**config.mk**
```make
export PLATFORM = sky130hd
export DESIGN_NAME = shifter_multi_cycle
export DESIGN_NICKNAME = d
export VERILOG_FILES = /design/src/rtl/shift_pkg.sv /design/src/rtl/shift_step.sv /design/src/rtl/shifter_multi_cycle.sv
export SDC_FILE = /design/constraint.sdc
export NUM_CORES = 1
export LEC_CHECK = 0
export BUFFER_PORTS_ARGS = -buffer_cell sky130_fd_sc_hd__buf_2
export CAP_MARGIN = 0
export CORE_MARGIN = 2
export CORE_UTILIZATION = 48
export DETAILED_ROUTE_END_ITERATION = 10
export MAX_ROUTING_LAYER = met4
export PLACE_DENSITY = 0.77
export SYNTH_ARGS = -nofsm -noshare
export SYNTH_HDL_FRONTEND = slang
export SYNTH_HIERARCHICAL = 1
export SYNTH_SLANG_ARGS = --single-unit
```
**constraint.sdc**
```tcl
create_clock -name clk_i -period 2.1 [get_ports clk_i]
set_input_delay 0.105 -clock clk_i [delete_from_list [all_inputs] [get_ports clk_i]]
set_output_delay 0.105 -clock clk_i [all_outputs]
set_load 0.02 [all_outputs]
```
**src/rtl/shift_pkg.sv**
```systemverilog
// Shared FSM state and operation-code encodings for the multi-cycle shifter.
package shift_pkg;

    typedef enum logic [1:0] {
        ST_IDLE = 2'd0,
        ST_BUSY = 2'd1,
        ST_DONE = 2'd2
    } state_e;

    typedef enum logic [2:0] {
        MODE_SLL = 3'b000,
        MODE_SRL = 3'b001,
        MODE_SRA = 3'b010,
        MODE_ROL = 3'b011,
        MODE_ROR = 3'b100
    } mode_e;

    // Codes above ROR are reserved and pass the operand through untouched.
    function automatic logic mode_is_reserved(input logic [2:0] mode);
        return mode > MODE_ROR;
    endfunction

endpackage

```
**src/rtl/shift_step.sv**
```systemverilog
// Combinational single-step shifter: moves the operand by 0..STEP positions.
module shift_step
    import shift_pkg::*;
#(
    parameter int WIDTH = 64,
    parameter int STEP  = 1,
    parameter int AMT_W = $clog2(STEP + 1)
) (
    input  logic [WIDTH-1:0] data_i,
    input  logic [AMT_W-1:0] amt_i,
    input  logic [2:0]       mode_i,
    input  logic             sign_i,
    output logic [WIDTH-1:0] data_o
);

    logic [2*WIDTH-1:0] ext;
    logic [2*WIDTH-1:0] dbl;

    always_comb begin
        // sign_i is the MSB of the original operand, so repeated steps keep the fill consistent
        ext    = {{WIDTH{sign_i}}, data_i};
        dbl    = {data_i, data_i};
        data_o = data_i;
        case (mode_i)
            MODE_SLL: data_o = data_i << amt_i;
            MODE_SRL: data_o = data_i >> amt_i;
            MODE_SRA: data_o = WIDTH'(ext >> amt_i);
            MODE_ROL: data_o = WIDTH'((dbl << amt_i) >> WIDTH);
            MODE_ROR: data_o = WIDTH'(dbl >> amt_i);
            default:  data_o = data_i;
        endcase
    end

endmodule

```
**src/rtl/shifter_multi_cycle.sv**
```systemverilog
// Iterative shifter: accepts one request, shifts up to STEP bits per cycle, holds the result until taken.
module shifter_multi_cycle
    import shift_pkg::*;
#(
    parameter int WIDTH   = 64,
    parameter int STEP    = 1,
    localparam int SHAMT_W = $clog2(WIDTH)
) (
    input  logic               clk_i,
    input  logic               rst_i,
    input  logic               valid_i,
    output logic               ready_o,
    input  logic [WIDTH-1:0]   data_i,
    input  logic [SHAMT_W-1:0] shamt_i,
    input  logic [2:0]         mode_i,
    output logic               valid_o,
    input  logic               ready_i,
    output logic [WIDTH-1:0]   data_o
);

    localparam int AMT_W = $clog2(STEP + 1);

    state_e             state_q, state_d;
    logic [SHAMT_W-1:0] cnt_q, cnt_d;
    logic [WIDTH-1:0]   work_q, work_d;
    logic [2:0]         mode_q, mode_d;
    logic               sign_q, sign_d;
    logic [AMT_W-1:0]   step_amt;
    logic [WIDTH-1:0]   step_res;

    shift_step #(
        .WIDTH (WIDTH),
        .STEP  (STEP),
        .AMT_W (AMT_W)
    ) u_step (
        .data_i (work_q),
        .amt_i  (step_amt),
        .mode_i (mode_q),
        .sign_i (sign_q),
        .data_o (step_res)
    );

    always_comb begin
        state_d  = state_q;
        cnt_d    = cnt_q;
        work_d   = work_q;
        mode_d   = mode_q;
        sign_d   = sign_q;
        step_amt = (cnt_q > SHAMT_W'(STEP)) ? AMT_W'(STEP) : AMT_W'(cnt_q);
        ready_o  = (state_q == ST_IDLE);
        valid_o  = (state_q == ST_DONE);
        case (state_q)
            ST_IDLE: begin
                if (valid_i) begin
                    work_d  = data_i;
                    mode_d  = mode_i;
                    sign_d  = data_i[WIDTH-1];
                    // Reserved codes take the shamt=0 path: one pass-through BUSY cycle
                    cnt_d   = mode_is_reserved(mode_i) ? '0 : shamt_i;
                    state_d = ST_BUSY;
                end
            end
            ST_BUSY: begin
                work_d = step_res;
                if (cnt_q > SHAMT_W'(STEP)) begin
                    cnt_d = cnt_q - SHAMT_W'(STEP);
                end else begin
                    cnt_d   = '0;
                    state_d = ST_DONE;
                end
            end
            ST_DONE: begin
                if (ready_i) begin
                    state_d = ST_IDLE;
                end
            end
            default: state_d = ST_IDLE;
        endcase
    end

    always_ff @(posedge clk_i or posedge rst_i) begin
        if (rst_i) begin
            state_q <= ST_IDLE;
            cnt_q   <= '0;
            work_q  <= '0;
            mode_q  <= '0;
            sign_q  <= 1'b0;
        end else begin
            state_q <= state_d;
            cnt_q   <= cnt_d;
            work_q  <= work_d;
            mode_q  <= mode_d;
            sign_q  <= sign_d;
        end
    end

    assign data_o = work_q;

endmodule

```
==> impl_metrics.yaml <==
synth:
  synth.cell_area_sq_um: 5070
  synthArstFlopShare: 1.00
  synthCells: 612
  yosys_warnings: 6
  synth.distinct_cells: 52
  synth_edf_count: 0
  syn-num-nets: 691
  ys_ff_latch: 76
  synthFlopType: "dfrtp_1"
  ys_seq_area_frac: 0.375
  syn_avg_cell_area_sq_um: 8.28
die:
  die_area_sq_um: 11400
  core-area_sq_um: 10300
  die_w_microns: 107
  boundaryPins: 143
  start_util: 0.493
  rows: 37
  die_y_microns: 107
run_status:
  failed_checks: "setup timing"
  outcome: "finished with violations"
worst_setup_path:
  crit_path_start_kind: "flop"
  worstPathRequired_ns: 2.37
  cp_top_family: "simple AND/OR/NAND/NOR gates"
  critical_path_depth: 8
  cp_slowest_stage_delay_ns: 0.43
  crit_path_cell_trace: "or3_4, or3_4, o211ai_1, buf_4, buf_6, o221a_2, nor2_1, a31oi_1"
  timing.reg2reg.setup_slack_ns: -0.11
  slowest_stage: "or3_4"
  cp.arrival_ns: 2.49
  timing.critical_path.buf_inv: 2
  rr_worst_depth: 8
  path_class: "flop to flop"
  crit_top_cell: "or3_4"
  reg2reg_to: "data_o[4]"
  timing.rr.start: "cnt_q[4]"
  end_kind: "flop"
  crit_path_max_fanout: 8
place:
  port_buffers: 142
  gp_congestion: 0.923
  dp_slack_ns: -0.248
  dp_hpwl_microns: 10100
  placedCellCount: 866
power:
  finalPower_w: 0.0150
  ir_worst_vdd_v: 0.00119
  power.density_nw_per_um2: 2150
  leakage_nw: 3.12
timing:
  tightest_slew_ns: 0.646
  hold_violations: 0
  worst_slack_ns: -0.111
  relSlewSlack: 0.569
  fin_crit_sh: 1.05
  max_freq_mhz: 452
  whs_ns: 0.00461
  setup_viol: 59
  fin_crit_ns: 2.21
  rsz0062_at_grt: "yes"
  final_max_slew_viol_count: 0
  final.setup_skew_ns: 0.0139
final_layout:
  final_cell_count_no_fill: 929
  drive_gt1_frac: 0.356
  seq_area_sq_um: 1900
  multiInputGateArea_sq_um: 3040
  fill_cells: 811
  area_growth_syn_to_layout_pct: 37.8
  nets: 867
  antenna_cells: 0
global_route:
  grt-ovfl-total: 0
  grt_pass1_vias: 5307
  gr-usage-all-layers: 0.283
  grt_max_degree: 70
  grt_pass1_wl_microns: 25500
  grt_antenna_before_repair: 0
hold_path:
  hold_end: "data_o[37]"
  min_path_type: "input port to flop"
  min_from: "data_i[37]"
  min_delay_path_depth: 3
clocking:
  cts_buffers: 9
  clock-root-buffer: "clkbuf_8"
  cts_tree: "built"
  cts_buffer_depth: 2
  clk_latency_ns: 0.36
  cts.sinks: 76
  cts.clk_slew.worst_paths_ns: 0.08
  h-tree-depth: 3
detailed_routing:
  wl_microns: 16100
  avgViaCountPerCell: 6.04
  firstDrtPassIters: 5
  wl_per_cell_microns: 17.3
  drc_errors: 0
  drtIter0Drc: 427
  postRouteAntennaNets: 0
  num_vias: 5612
job:
  cap_violations: 0
==> metrics by stage <==
stage / utilization / setup TNS [ns] / area, sq um
5_1_grt: 0.680 / -10.16 / 6990
2_1_floorplan: - / -0.283 / 5150
6_report: 0.680 / -4.57 / 6990
3_3_place_gp: 0.598 / -5.90 / 6140
4_1_cts: 0.671 / -1.85 / 6890
3_5_place_dp: 0.598 / -11.70 / 6140
==> kinds of logic after synthesis <==
group	Yosys count	share of synthesized area
AOI/OAI and AO/OA	214	0.341
xor gates and xnor gates	2	0.00494
DFF	76	0.375
adders and majority gates	2	0.00494
muxes	2	0.00395
buffers and inverters	65	0.0590
and+or+nand+nor	251	0.211
==> synthesized netlist by cell type, types with 3 or more instances <==
library cell  instances  share of area
o21ai_0               7         0.0069
o21bai_1              5         0.0074
nand3b_1              3         0.0044
nand3_1               3         0.0030
buf_2                26          0.026
clkbuf_1             27          0.020
a21oi_1               4         0.0039
a31oi_1              65          0.080
a221o_1               4         0.0079
o221a_1               3         0.0067
dfrtp_1              76           0.38
inv_1                 6         0.0044
o221a_2              54           0.12
nor2_1               69          0.051
a32oi_1               3         0.0052
nor3b_1               3         0.0044
and2_1                3         0.0037
a21o_1               54          0.080
nand2_1             146           0.11
nor2b_1               4         0.0049
==> worst reg2reg max path: stages (launching register included) <==
cell      delay, ns
dfrtp_1        0.38
or3_4          0.39
or3_4          0.43
o211ai_1       0.16
buf_4          0.23
buf_6          0.15
o221a_2        0.20
nor2_1         0.05
a31oi_1        0.16
==> timing repair <==
item,in CTS,in global routing
setup buffers,6,0
hold endpoints to repair,70,3
endpoints found under the setup margin,63,64
gates resized for setup,22,10
hold buffers,36,3
gates cloned,2,1
pin swaps,4,4
==> area by class of cell <==
cell class                 instances  share of cell area
multi-input combinational        471               0.435
tap                              136              0.0244
sequential                        76               0.272
inverter                           6             0.00340
timing repair buffer             224               0.231
clock buffer                      12              0.0236
clock inverter                     4              0.0100
==> power breakdown <==
group	leakage, nW	internal, W	switching, W
Clock	0.122	0.000764	0.000572
Sequential	0.844	0.00224	0.00110
Combinational	2.15	0.00494	0.00540
Total	3.12	0.00794	0.00708
==> placed cells by master, fill, tap and decap left out, drive strengths merged, types with 2 or more instances in the layout <==
| cell type | instances |
|---|---|
| a31oi | 65 |
| buf | 183 |
| and2 | 3 |
| clkinv | 3 |
| nand3 | 3 |
| nor3b | 4 |
| clkbuf | 13 |
| o21ai | 8 |
| o21bai | 5 |
| a32oi | 3 |
| o221a | 57 |
| nor4 | 2 |
| ha | 2 |
| o22ai | 2 |
| a21o | 54 |
| inv | 5 |
| a211oi | 2 |
| dfrtp | 76 |
| or4b | 2 |
| dlygate4sd3 | 39 |
| a21boi | 2 |
| bufinv | 2 |
| nor2b | 4 |
| a311oi | 2 |
| nor2 | 69 |
| a221o | 4 |
| nand2 | 147 |
| o2bb2ai | 2 |
| or2 | 3 |
| nor4b | 2 |
| mux2i | 2 |
| or3 | 2 |
| a21oi | 4 |
| nor3 | 2 |
| nand3b | 3 |
==> per-layer routing <==
layer  global-route usage  wire (microns)  vias to the layer above
li1                     -               -                     2603
met1                0.370            6800                     2700
met2                0.453            7810                      279
met3               0.0328            1080                       30
met4                0.113             375                        0
met5                    -               0                        -
==> state kept, by name, indices dropped and copies added (netlist names) <==
name,count
cnt_q,6
data_o,64
mode_q,3
sign_q,1
state_q,2
==> worst max-delay path by stage <==
stage / start / to
2_1_floorplan: cnt_q[3] / data_o[45]
3_3_place_gp: cnt_q[4] / data_o[2]
3_5_place_dp: cnt_q[0] / data_o[0]
4_1_cts: cnt_q[4] / data_o[22]
5_1_grt: cnt_q[4] / data_o[49]
6_report: cnt_q[4] / data_o[4]
(Power assumes the default switching activity.)
